File: src/rtl/uart_tx_fifo.sv
// uart_tx_fifo: byte FIFO in front of the UART transmitter.
// Bytes from the bus are queued in a circular buffer. A small FSM pops one
// byte at a time into a holding register and hands it over with a one-cycle
// write pulse. The holding register stays stable for the whole frame.
module uart_tx_fifo #(
  parameter int DataBitsSize = 8,
  parameter int Depth        = 16
) (
  input  logic                         clk,
  input  logic                         rst,
  input  logic [DataBitsSize-1:0]      in_data,
  input  logic                         in_valid,
  output logic                         in_ready,
  input  logic                         flush,
  input  logic                         clr_overflow,
  output logic                         overflow,
  output logic [$clog2(Depth+1)-1:0]   count,
  output logic                         empty,
  output logic                         tx_write,
  output logic [DataBitsSize-1:0]      tx_data,
  input  logic                         tx_ready,
  output logic                         tx_busy
);

  localparam int PtrW = $clog2(Depth);
  localparam int CntW = $clog2(Depth + 1);

  typedef enum logic [1:0] {
    Idle     = 2'd0,
    WaitAck  = 2'd1,
    WaitDone = 2'd2
  } state_e;

  logic [DataBitsSize-1:0] mem_q [Depth];

  logic [PtrW-1:0]         wrPtr_q, wrPtr_d;
  logic [PtrW-1:0]         rdPtr_q, rdPtr_d;
  logic [CntW-1:0]         count_q, count_d;
  logic                    overflow_q, overflow_d;
  state_e                  state_q, state_d;
  logic                    txWrite_q, txWrite_d;
  logic [DataBitsSize-1:0] txData_q, txData_d;

  logic full;
  logic push;
  logic launch;

  // full is taken from the registered count, so a pop in the same cycle
  // never makes room for a push.
  assign full     = (count_q == CntW'(Depth));
  assign in_ready = !full;
  assign empty    = (count_q == '0);
  assign count    = count_q;
  assign overflow = overflow_q;
  assign tx_write = txWrite_q;
  assign tx_data  = txData_q;
  assign tx_busy  = (state_q != Idle);

  // A push accepted during a flush would be thrown away anyway, so it is
  // suppressed entirely, including its memory write.
  assign push = in_valid && in_ready && !flush;

  // FIFO pointer, count and overflow next-state; flush overrides everything.
  always_comb begin
    wrPtr_d    = wrPtr_q;
    rdPtr_d    = rdPtr_q;
    count_d    = count_q;
    overflow_d = overflow_q;
    if (flush) begin
      wrPtr_d = '0;
      rdPtr_d = '0;
      count_d = '0;
    end else begin
      if (push) begin
        wrPtr_d = wrPtr_q + PtrW'(1);
      end
      if (launch) begin
        rdPtr_d = rdPtr_q + PtrW'(1);
      end
      if (push && !launch) begin
        count_d = count_q + CntW'(1);
      end else if (!push && launch) begin
        count_d = count_q - CntW'(1);
      end
    end
    if (in_valid && !in_ready && !flush) begin
      overflow_d = 1'b1;
    end else if (clr_overflow) begin
      overflow_d = 1'b0;
    end
  end

  // FIFO control registers with synchronous reset.
  always_ff @(posedge clk) begin
    if (rst) begin
      wrPtr_q    <= '0;
      rdPtr_q    <= '0;
      count_q    <= '0;
      overflow_q <= 1'b0;
    end else begin
      wrPtr_q    <= wrPtr_d;
      rdPtr_q    <= rdPtr_d;
      count_q    <= count_d;
      overflow_q <= overflow_d;
    end
  end

  // Storage array; contents need no reset because count gates every read.
  always_ff @(posedge clk) begin
    if (push) begin
      mem_q[wrPtr_q] <= in_data;
    end
  end

  // FSM state and registered handshake outputs.
  always_ff @(posedge clk) begin
    if (rst) begin
      state_q   <= Idle;
      txWrite_q <= 1'b0;
      txData_q  <= '0;
    end else begin
      state_q   <= state_d;
      txWrite_q <= txWrite_d;
      txData_q  <= txData_d;
    end
  end

  // FSM next state: launch, wait for the transmitter to go busy, then idle again.
  always_comb begin
    state_d = state_q;
    case (state_q)
      Idle: begin
        if (launch) begin
          state_d = WaitAck;
        end
      end
      WaitAck: begin
        if (!tx_ready) begin
          state_d = WaitDone;
        end
      end
      WaitDone: begin
        if (tx_ready) begin
          state_d = Idle;
        end
      end
      default: begin
        state_d = Idle;
      end
    endcase
  end

  // FSM outputs: a launch pops the head into the holding register and pulses write.
  always_comb begin
    launch    = 1'b0;
    txWrite_d = 1'b0;
    txData_d  = txData_q;
    if (state_q == Idle && !empty && tx_ready) begin
      launch    = 1'b1;
      txWrite_d = 1'b1;
      txData_d  = mem_q[rdPtr_q];
    end
  end

endmodule

File: config.mk
export PLATFORM = sky130hd
export DESIGN_NAME = uart_tx_fifo
export DESIGN_NICKNAME = d
export VERILOG_FILES = /design/src/rtl/uart_tx_fifo.sv
export SDC_FILE = /design/constraint.sdc
export NUM_CORES = 1
export LEC_CHECK = 0
export CORE_MARGIN = 2
export CORE_UTILIZATION = 45
export CTS_CLUSTER_DIAMETER = 60
export CTS_CLUSTER_SIZE = 30
export DETAILED_ROUTE_END_ITERATION = 16
export GPL_ROUTABILITY_DRIVEN = 0
export PLACE_DENSITY = 0.72
export SYNTH_ARGS = -nofsm -noshare
export SYNTH_HDL_FRONTEND = slang
export SYNTH_SLANG_ARGS = --single-unit
File: constraint.sdc
create_clock -name clk -period 4.8 [get_ports clk]
set_clock_uncertainty 0.2 [all_clocks]
set_input_delay 0.96 -clock clk [delete_from_list [all_inputs] [get_ports clk]]
set_output_delay 0.96 -clock clk [all_outputs]
set_load 0.03 [all_outputs]
==> results.toml, run 1 <==
[layout]
antenna_cells = 0
fillCellCount = 1097
layout-drive-gt1-share_pct = 11.8
nNetsFinal = 447
syn_to_final_growth_pct = 16.0

[cts]
clock_sinks = 153
cts_root_buf = "clkbuf_16"
clkLatencyLatePin_ns = 0.41
cts_buffers = 17
post-cts-setup-buffers = 0
ctsHoldBuffers = 0
clockBufferDepth = 2
cts_tree = "yes"
clkSlewWorstSetupHoldPaths_ns = 0.06
postCtsResizedCells = 0
cts_max_level = 4

[sta]
final_max_slew_viol_count = 0
hold_viol = 0
fin_crit_ns = 3.51
setup_violations = 0
timing.final.ws_setup_ns = 1.29
worst_slew_margin_rel_pct = 26.5
final.period_utilization_pct = 73.2
rsz0062_at_grt = "false"
clock.fmax_mhz = 285
worst_pin_slew_ns = 1.10
tns_ns = 0

[routing]
dr_total_vias = 3370
drtAntennaViolNets = 0
drt_drc_violations_left = 0
dr.pass1.iters = 5
vias_per_cell = 5.52
drt-total-wl_um = 12200
wl_per_cell_um = 20.0
drt_iter0_drc = 249

[synth]
postSynth.asyncResetShare_pct = 0
yosysSeqAreaShare_pct = 70.2
synth.area.top_cells = "edfxtp_1 (62%), dfxtp_1 (8.1%), mux2i_1 (7.3%)"
syn_area_mm2 = 0.00619
synth_seq_cells = 153
synthDistinctLibCells = 42
synthTopCellsByCount = "edfxtp_1 (128), mux2i_1 (45), nor2_1 (40)"
synth_top_area_share_pct = 62.1
yosys.cell_count.top_type = "edfxtp_1"
synth-edff-count = 128
synth_largest_area_cell = "edfxtp_1"
ys_warn_count = 0
synth.avg_cell_area_um2 = 16.0
netlist_instances = 386
synth_fp_nets = 411
synthFlopType = "edfxtp_1"

[global_route]
grt_pass1_vias = 3322
grt_pass1_wl_um = 19000
grt-ovfl-total = 0
grtUsageTotal_pct = 17.9
antenna_found_initial = 0
grt_start_max_net_pins = 38

[placed_design]
post-place-ws_ns = 0.881
portBuffers = 31
place_hpwl_um = 7980

[worst_setup_path]
path_class = "primary input to register"
crit_arrival_ns = 3.67
cp-end-kind = "register"
start_kind = "primary input"
cp_max_fo = 9
required_ns = 4.96

[die]
initial_core_util_pct = 46.3
fp.dieW_um = 121
boundaryPins = 32
die_y_um = 121
rows = 42
die_area_mm2 = 0.0147
coreArea_mm2 = 0.0133

[power]
power_leakage_nw = 2.21
ir_drop_mv = 0.357
powerDensity_mw_per_mm2 = 432

[flow_run]
cap_viol_max_count = 0

[status]
status = "finished clean"

[hold_path]
hold_path.class = "register to register"
-- worst max-delay path, stage by stage --
cell             delay, ns
clkdlybuf4s50_1       0.41
nand2b_1              0.16
a21oi_2               0.33
ha_1                  0.28
inv_1                 0.12
ha_1                  0.30
nor2b_1               0.14
o21a_1                0.17
or4_1                 0.42
a211oi_1              0.25
a31o_2                0.13
-- per-layer routing --
layer / share of wire, % / global-route usage, %
met1: 45 / 24.0
met4: 2.6 / 6.82
met3: 5.9 / 5.50
met5: 0 / 0
met2: 47 / 27.7
-- power by group --
group / internal (mW) / switching (mW)
sequential: 1.47 / 0.0297
combinational: 0.139 / 0.193
clock: 0.802 / 0.466
total: 2.41 / 0.688
-- cells by family (layout without fill, tap and decap cells) --
family	Yosys count	in the layout	synth area share, %
muxes	55	55	10.9
AOI/OAI and AO/OA	51	51	5.87
xor gates and xnor gates	10	10	1.42
DFF	153	153	70.2
adders and majority gates	11	11	2.35
buffers and inverters	28	76	2.91
and+or+nand+nor	78	78	6.31
-- cell usage in the layout (no fill, tap or decap), types with 2 or more instances in the layout --
master | synthesis | layout
o21ai_0 | 2 | 2
dfxtp_1 | 25 | 24
inv_1 | 8 | 8
clkdlybuf4s50_1 | 0 | 31
ha_1 | 10 | 10
or2_2 | 2 | 2
nand4_1 | 2 | 2
bufinv_16 | 0 | 3
mux4_2 | 10 | 10
nand2b_1 | 5 | 5
a211oi_1 | 8 | 8
mux2i_1 | 45 | 45
a22oi_1 | 2 | 2
nor2b_1 | 2 | 2
clkinv_1 | 0 | 5
edfxtp_1 | 128 | 128
xor2_1 | 6 | 6
nand2_1 | 10 | 10
o22ai_1 | 22 | 22
xnor2_1 | 4 | 4
clkbuf_16 | 0 | 17
buf_4 | 3 | 6
a2111oi_1 | 6 | 6
a311oi_1 | 2 | 2
clkbuf_1 | 6 | 2
clkinv_2 | 0 | 3
a21oi_1 | 5 | 5
nand3_1 | 2 | 2
nor3_1 | 5 | 5
nor2_1 | 40 | 40
-- final timing paths --
| check | from | to | slack, ns | depth (start not counted) |
|---|---|---|---|---|
| worst max-delay path | flush | count[4] | 1.29 | 11 |
| worst min-delay path | overflow | overflow | 0.29 | 2 |
| worst max register to register | count[0] | count[4] | 1.72 | 10 |
| worst min register to register | overflow | overflow | 0.29 | 2 |
-- registers in the layout (all words and copies together) (netlist names) --
signal	cells
overflow	1
mem_q	128
rdPtr_q	4
tx_data	8
wrPtr_q	4
tx_write	1
state_q	2
count	5
-- cell type report --
cell class,instances,area [um2],area share [%]
clock buffers,19,433,6.03
clock inverters,12,133,1.85
inverters,8,30.0,0.418
multi-input cells,205,1660,23.1
flip-flops and latches,153,4350,60.5
well taps,176,220,3.07
repair buffers,37,355,4.95
-- per-stage QoR --
step / hold slack (ns) / cell area, um2 / utilization (%) / power, mW / instances
final: 0.289 / 7180 / 53.8 / 3.10 / 610
after global routing: 0.307 / 7180 / 53.8 / 3.22 / 610
after CTS: 0.289 / 7180 / 53.8 / 3.12 / 610
after detailed placement: 0.279 / 6610 / 49.5 / 1.86 / 579
after global placement: 0.262 / 6610 / 49.5 / 1.85 / 579
after floorplan: 0.275 / 6190 / - / 1.74 / 386
(Power assumes the default switching activity.)
==> run 2, diff against run 1 <==
- PLACE_DENSITY: 0.72 -> 0.74
- clock period: 4.8 -> 3.2 ns (I/O delays scaled with it)
==> run 2 against run 1 <==
Non-clock buffer count grew 20. Design area rose by 2.8%. Clock power rose by 61%. Routed wire length grew 4.7%. Die area unchanged. Hold slack improved by 0.0028 ns. Clock-buffer cell count fell by 2. Sequential share of layout area shrank 1.7 points. Via count is 3.3% higher. Critical endpoint unchanged.
==> results.toml, run 2 (synthesis results as in run 1) <==
[status]
status = "finished clean"

[routing]
wl_per_cell_um = 20.3
drtAntennaViolNets = 0
dr_total_vias = 3480
drt_iter0_drc = 372
drt_drc_violations_left = 0
vias_per_cell = 5.52
dr.pass1.iters = 5
drt-total-wl_um = 12800

[cts]
clkSlewWorstSetupHoldPaths_ns = 0.06
cts_root_buf = "clkbuf_16"
postCtsResizedCells = 0
clock_sinks = 153
post-cts-setup-buffers = 0
cts_buffers = 17
cts_max_level = 4
cts_tree = "yes"
ctsHoldBuffers = 0
clkLatencyLatePin_ns = 0.42
clockBufferDepth = 2

[die]
die_y_um = 121
fp.dieW_um = 121
die_area_mm2 = 0.0147
boundaryPins = 32
rows = 42
initial_core_util_pct = 46.3
coreArea_mm2 = 0.0133

[global_route]
grtUsageTotal_pct = 18.3
grt-ovfl-total = 0
grt_pass1_vias = 3469
antenna_found_initial = 0
grt_pass1_wl_um = 19300
grt_start_max_net_pins = 57

[sta]
final.period_utilization_pct = 94.5
rsz0062_at_grt = "false"
setup_violations = 0
worst_pin_slew_ns = 0.672
hold_viol = 0
worst_slew_margin_rel_pct = 55.1
fin_crit_ns = 3.02
final_max_slew_viol_count = 0
clock.fmax_mhz = 331

[power]
power_leakage_nw = 2.34
ir_drop_mv = 0.509
p_total_mw = 4.81
powerDensity_mw_per_mm2 = 652

[worst_setup_path]
critical_path.max_stage_delay_ns = 0.48
crit_buf_inv = 3
cp_slowest_cell = "clkdlybuf4s50_1"
crit_chain = "clkdlybuf4s50_1 -> nand2b_1 -> a211oi_2 -> inv_1 -> ha_1 -> inv_1 -> ha_1 -> nor2b_1 -> o21a_1 -> or4_1 -> a211oi_1 -> a31o_2"
worst-path-stages = 12
start_kind = "primary input"
crit_arrival_ns = 3.18
reg2reg_depth = 11
cp_max_fo = 2
path_class = "primary input to register"
required_ns = 3.36
crit_family = "compound AO/OA/AOI/OAI gates"
cp-end-kind = "register"

[layout]
final_common_cell = "edfxtp_1"
postLayoutCellArea_mm2 = 0.00738
nNetsFinal = 467
final_cell_mix = "edfxtp_1 (128), mux2i_1 (45), nor2_1 (40)"
largest_reg_flops = 128
regMostFlops = "mem_q"
layout-drive-gt1-share_pct = 16.5
antenna_cells = 0
fillCellCount = 1057
syn_to_final_growth_pct = 19.3

[placed_design]
dpl-instance-area_mm2 = 0.00678
place_hpwl_um = 8400
portBuffers = 31

[flow_run]
cap_viol_max_count = 0

[hold_path]
hold_path.class = "register to register"
hold_depth = 2
[run 2: path summary, 6_finish.rpt]
kind / from / endpoint / slack [ns]
worst max-delay path: tx_ready / count[4] / 0.18
worst min-delay path: overflow / overflow / 0.29
worst max register to register: count[0] / count[4] / 0.21
worst min register to register: overflow / overflow / 0.29
[run 2: final cells by class]
type                       count  area, um2  share of cell area [%]
timing repair buffer          57        518                    7.02
tap                          176        220                    2.98
multi-input combinational    205       1660                    22.5
sequential                   153       4350                    58.9
clock inverter                15        181                    2.46
clock buffer                  17        425                    5.76
inverter                       8       30.0                   0.407
[run 2: report_power, final]
group	internal, mW	switching, mW
registers	2.20	0.0412
clock network	1.29	0.752
logic	0.226	0.300
total	3.72	1.09
[run 2: worst register-to-register path, stage by stage, from the launching register on]
cell and delay [ns]:
dfxtp_1 0.37, nor4_4 0.46, a211oi_2 0.14, inv_1 0.10, ha_1 0.18, inv_1 0.07
ha_1 0.29, nor2b_1 0.14, o21a_1 0.18, or4_1 0.44, a211oi_1 0.25, a31o_2 0.13
[run 2: per-layer routing]
metal,global-route usage [%],wire length (um),vias to the layer above
li1,-,-,1595
met1,24.4,5560,1745
met2,29.1,6180,125
met3,5.12,853,15
met4,6.03,210,0
met5,0,0,-
[run 2: metrics by stage]
step           setup WS, ns  utilization, %  hold slack, ns  setup TNS (ns)  cells
2_1_floorplan        0.0682               -           0.275               0    386
3_3_place_gp         -0.155            50.8           0.262          -0.155    599
3_5_place_dp         -0.237            50.8           0.293          -0.237    599
4_1_cts               0.191            55.3           0.301               0    631
5_1_grt              0.0855            55.3           0.335               0    631
6_report              0.177            55.3           0.292               0    631
==> RTL edit: new RTL, config.mk and constraints of run 1 <==
`DataBitsSize`: 8 -> 16.
--- a/src/rtl/uart_tx_fifo.sv
+++ b/src/rtl/uart_tx_fifo.sv
@@ -5,3 +5,3 @@
 module uart_tx_fifo #(
-  parameter int DataBitsSize = 8,
+  parameter int DataBitsSize = 16,
   parameter int Depth        = 16
Interface: changed (resized in_data and tx_data); port bits go from 32 to 48. No check against the original RTL was run, so the function may have changed too.
==> RTL edit against run 1 <==
Area after synthesis increased by 82%; design area increased by 78%; power increased by 60%; sequential cell count increased by 136; routed wire length increased by 97%; setup slack got worse by 0.029 ns; first-iteration DRC count increased by 150%; synthesized cell count increased by 74%; cell count increased by 74%; sequential share of layout area increased by 5.0 points; critical endpoint unchanged; largest cell class unchanged; largest power group unchanged.
==> RTL edit: results (changes against run 1) <==
status = completed (unchanged)
Syn Nets = 706 (was 411)
CP peak stage delay = 0.43 ns
DR pass1 iterations = 5 (unchanged)
total CTS buffers = 17 (unchanged)
VDD IR-drop max = 0.219 mV (was 0.357 mV)
CTS clk-pin slew, worst paths = 0.09 ns (was 0.06 ns)
initial antenna violation count = 0 (unchanged)
vias post-DR = 6102 (was 3370)
placed insts = 1032 (was 579)
fin nets = 760 (was 447)
first-pass GRT wire length = 36000 um (was 19000 um)
EDFF count, synth = 256 (was 128)
Synth top cells by count = edfxtp_1, mux2i_1, o22ai_1 (was edfxtp_1, mux2i_1, nor2_1)
largest cells by area after synthesis = edfxtp_1, mux2i_1, dfxtp_1, o22ai_1, nor2_1 (was edfxtp_1, dfxtp_1, mux2i_1, mux4_2, nor2_1)
yosys warns = 0 (unchanged)
Layout fillers = 1931 (was 1097)
CP Max Fanout = 9 (unchanged)
register area share after synthesis = 74.1% (was 70.2%)
max reg flops = 256 (was 128)
IO buf count = 47 (was 31)
largest net degree at the start of global routing = 41 (was 38)
H-tree Lvls = 1 (was 4)
delay-heaviest family, CP = compound AO/OA/AOI/OAI gates (unchanged)
critical path's slowest cell = or4_1 (unchanged)
Max clock buf depth = 3 (was 2)
number of DRC markers in iteration 0 = 621 (was 249)
Hold Crit Class = reg2reg (unchanged)
average size of a mapped cell = 16.7 sq um (was 16.0 sq um)
crit path DAT = 3.79 ns (was 3.67 ns)
# diodes = 0 (unchanged)
HPWL Detailed = 15100 um (was 7980 um)
Post-CTS Setup Bufs = 0 (unchanged)
GRT Util Overall = 18.3% (was 17.9%)
share of post-route cells with drive strength above 1 = 9.63% (was 11.8%)
Clk Latency, worst-skew pair = 0.51 ns (was 0.41 ns)
Root Buffer = clkbuf_16 (unchanged)
count of different cell masters after synthesis = 40 (was 42)
WL/cell = 22.7 um (was 20.0 um)
Leakage = 3.83 nW (was 2.21 nW)
post-synthesis async set-or-reset flop share = 0% (unchanged)
post-cts sizing count = 0 (unchanged)
wirelength, routed = 24000 um (was 12200 um)
worst-margin pin slew = 0.998 ns (was 1.10 ns)
number of global-route vias before repair = 5971 (was 3322)
Biggest register = mem_q (unchanged)
[RTL edit: cell types whose count changed after synthesis, sizes merged, moves of 8 or more]
cell	change
edfxtp	+128
mux2i	+71
o22ai	+36
buf	+15
nor4	+13
nor2	+9
dfxtp	+8
[RTL edit: layout make-up]
| type | instances | area (sq um) | area share, % |
|---|---|---|---|
| sequential | 289 | 8350 | 65.5 |
| inverter | 8 | 30.0 | 0.236 |
| clock inverter | 12 | 185 | 1.45 |
| clock buffer | 17 | 425 | 3.34 |
| multi-input combinational | 338 | 2680 | 21.1 |
| tap | 324 | 405 | 3.18 |
| timing repair buffer | 73 | 666 | 5.22 |
[RTL edit: through the flow]
step	worst slack, ns	hold WS (ns)	area, sq um
3_5_place_dp	0.768	0.272	12100
2_1_floorplan	1.39	0.297	11300
6_report	1.26	0.281	12700
3_3_place_gp	0.886	0.270	12100
5_1_grt	1.14	0.305	12700
4_1_cts	1.30	0.287	12700
[RTL edit: logic make-up (layout without fill, tap and decap cells)]
kind of cell    Yosys count  count (layout)  share of synthesized area (%)
flops                   289             289                           74.1
fa+ha+maj                11              11                           1.29
mux                     122             122                           11.6
xor+xnor                 10              10                          0.777
buf+inv                  46             110                           2.24
simple gates            104             104                           4.52
compound gates           91              91                           5.45
[RTL edit: path summary, 6_finish.rpt]
kind,from,to,slack [ns],cells past startpoint
worst min register to register,overflow,overflow,0.28,2
worst min-delay path,overflow,overflow,0.28,2
worst max register to register,count[0],count[4],1.57,10
worst max-delay path,flush,count[4],1.26,11
[RTL edit: tightest hold or removal path, cell delays in order (launching register included)]
cell and delay [ns]:
dfxtp_1 0.32, nand2b_1 0.06, a21oi_1 0.06
[RTL edit: metal layers]
metal  share of wire (%)  GRT usage [%]  vias to the layer above
met2                  49           31.0                      220
met5                   0              0                        -
met4                 2.8           5.87                        0
met1                  42           24.4                     3101
li1                    -              -                     2741
met3                 6.1           3.01                       40
[RTL edit: power by group]
group / leakage, nW / switching (mW) / internal (mW)
clock: 0.297 / 0.879 / 0.771
combinational: 0.954 / 0.296 / 0.188
sequential: 2.58 / 0.0381 / 2.78
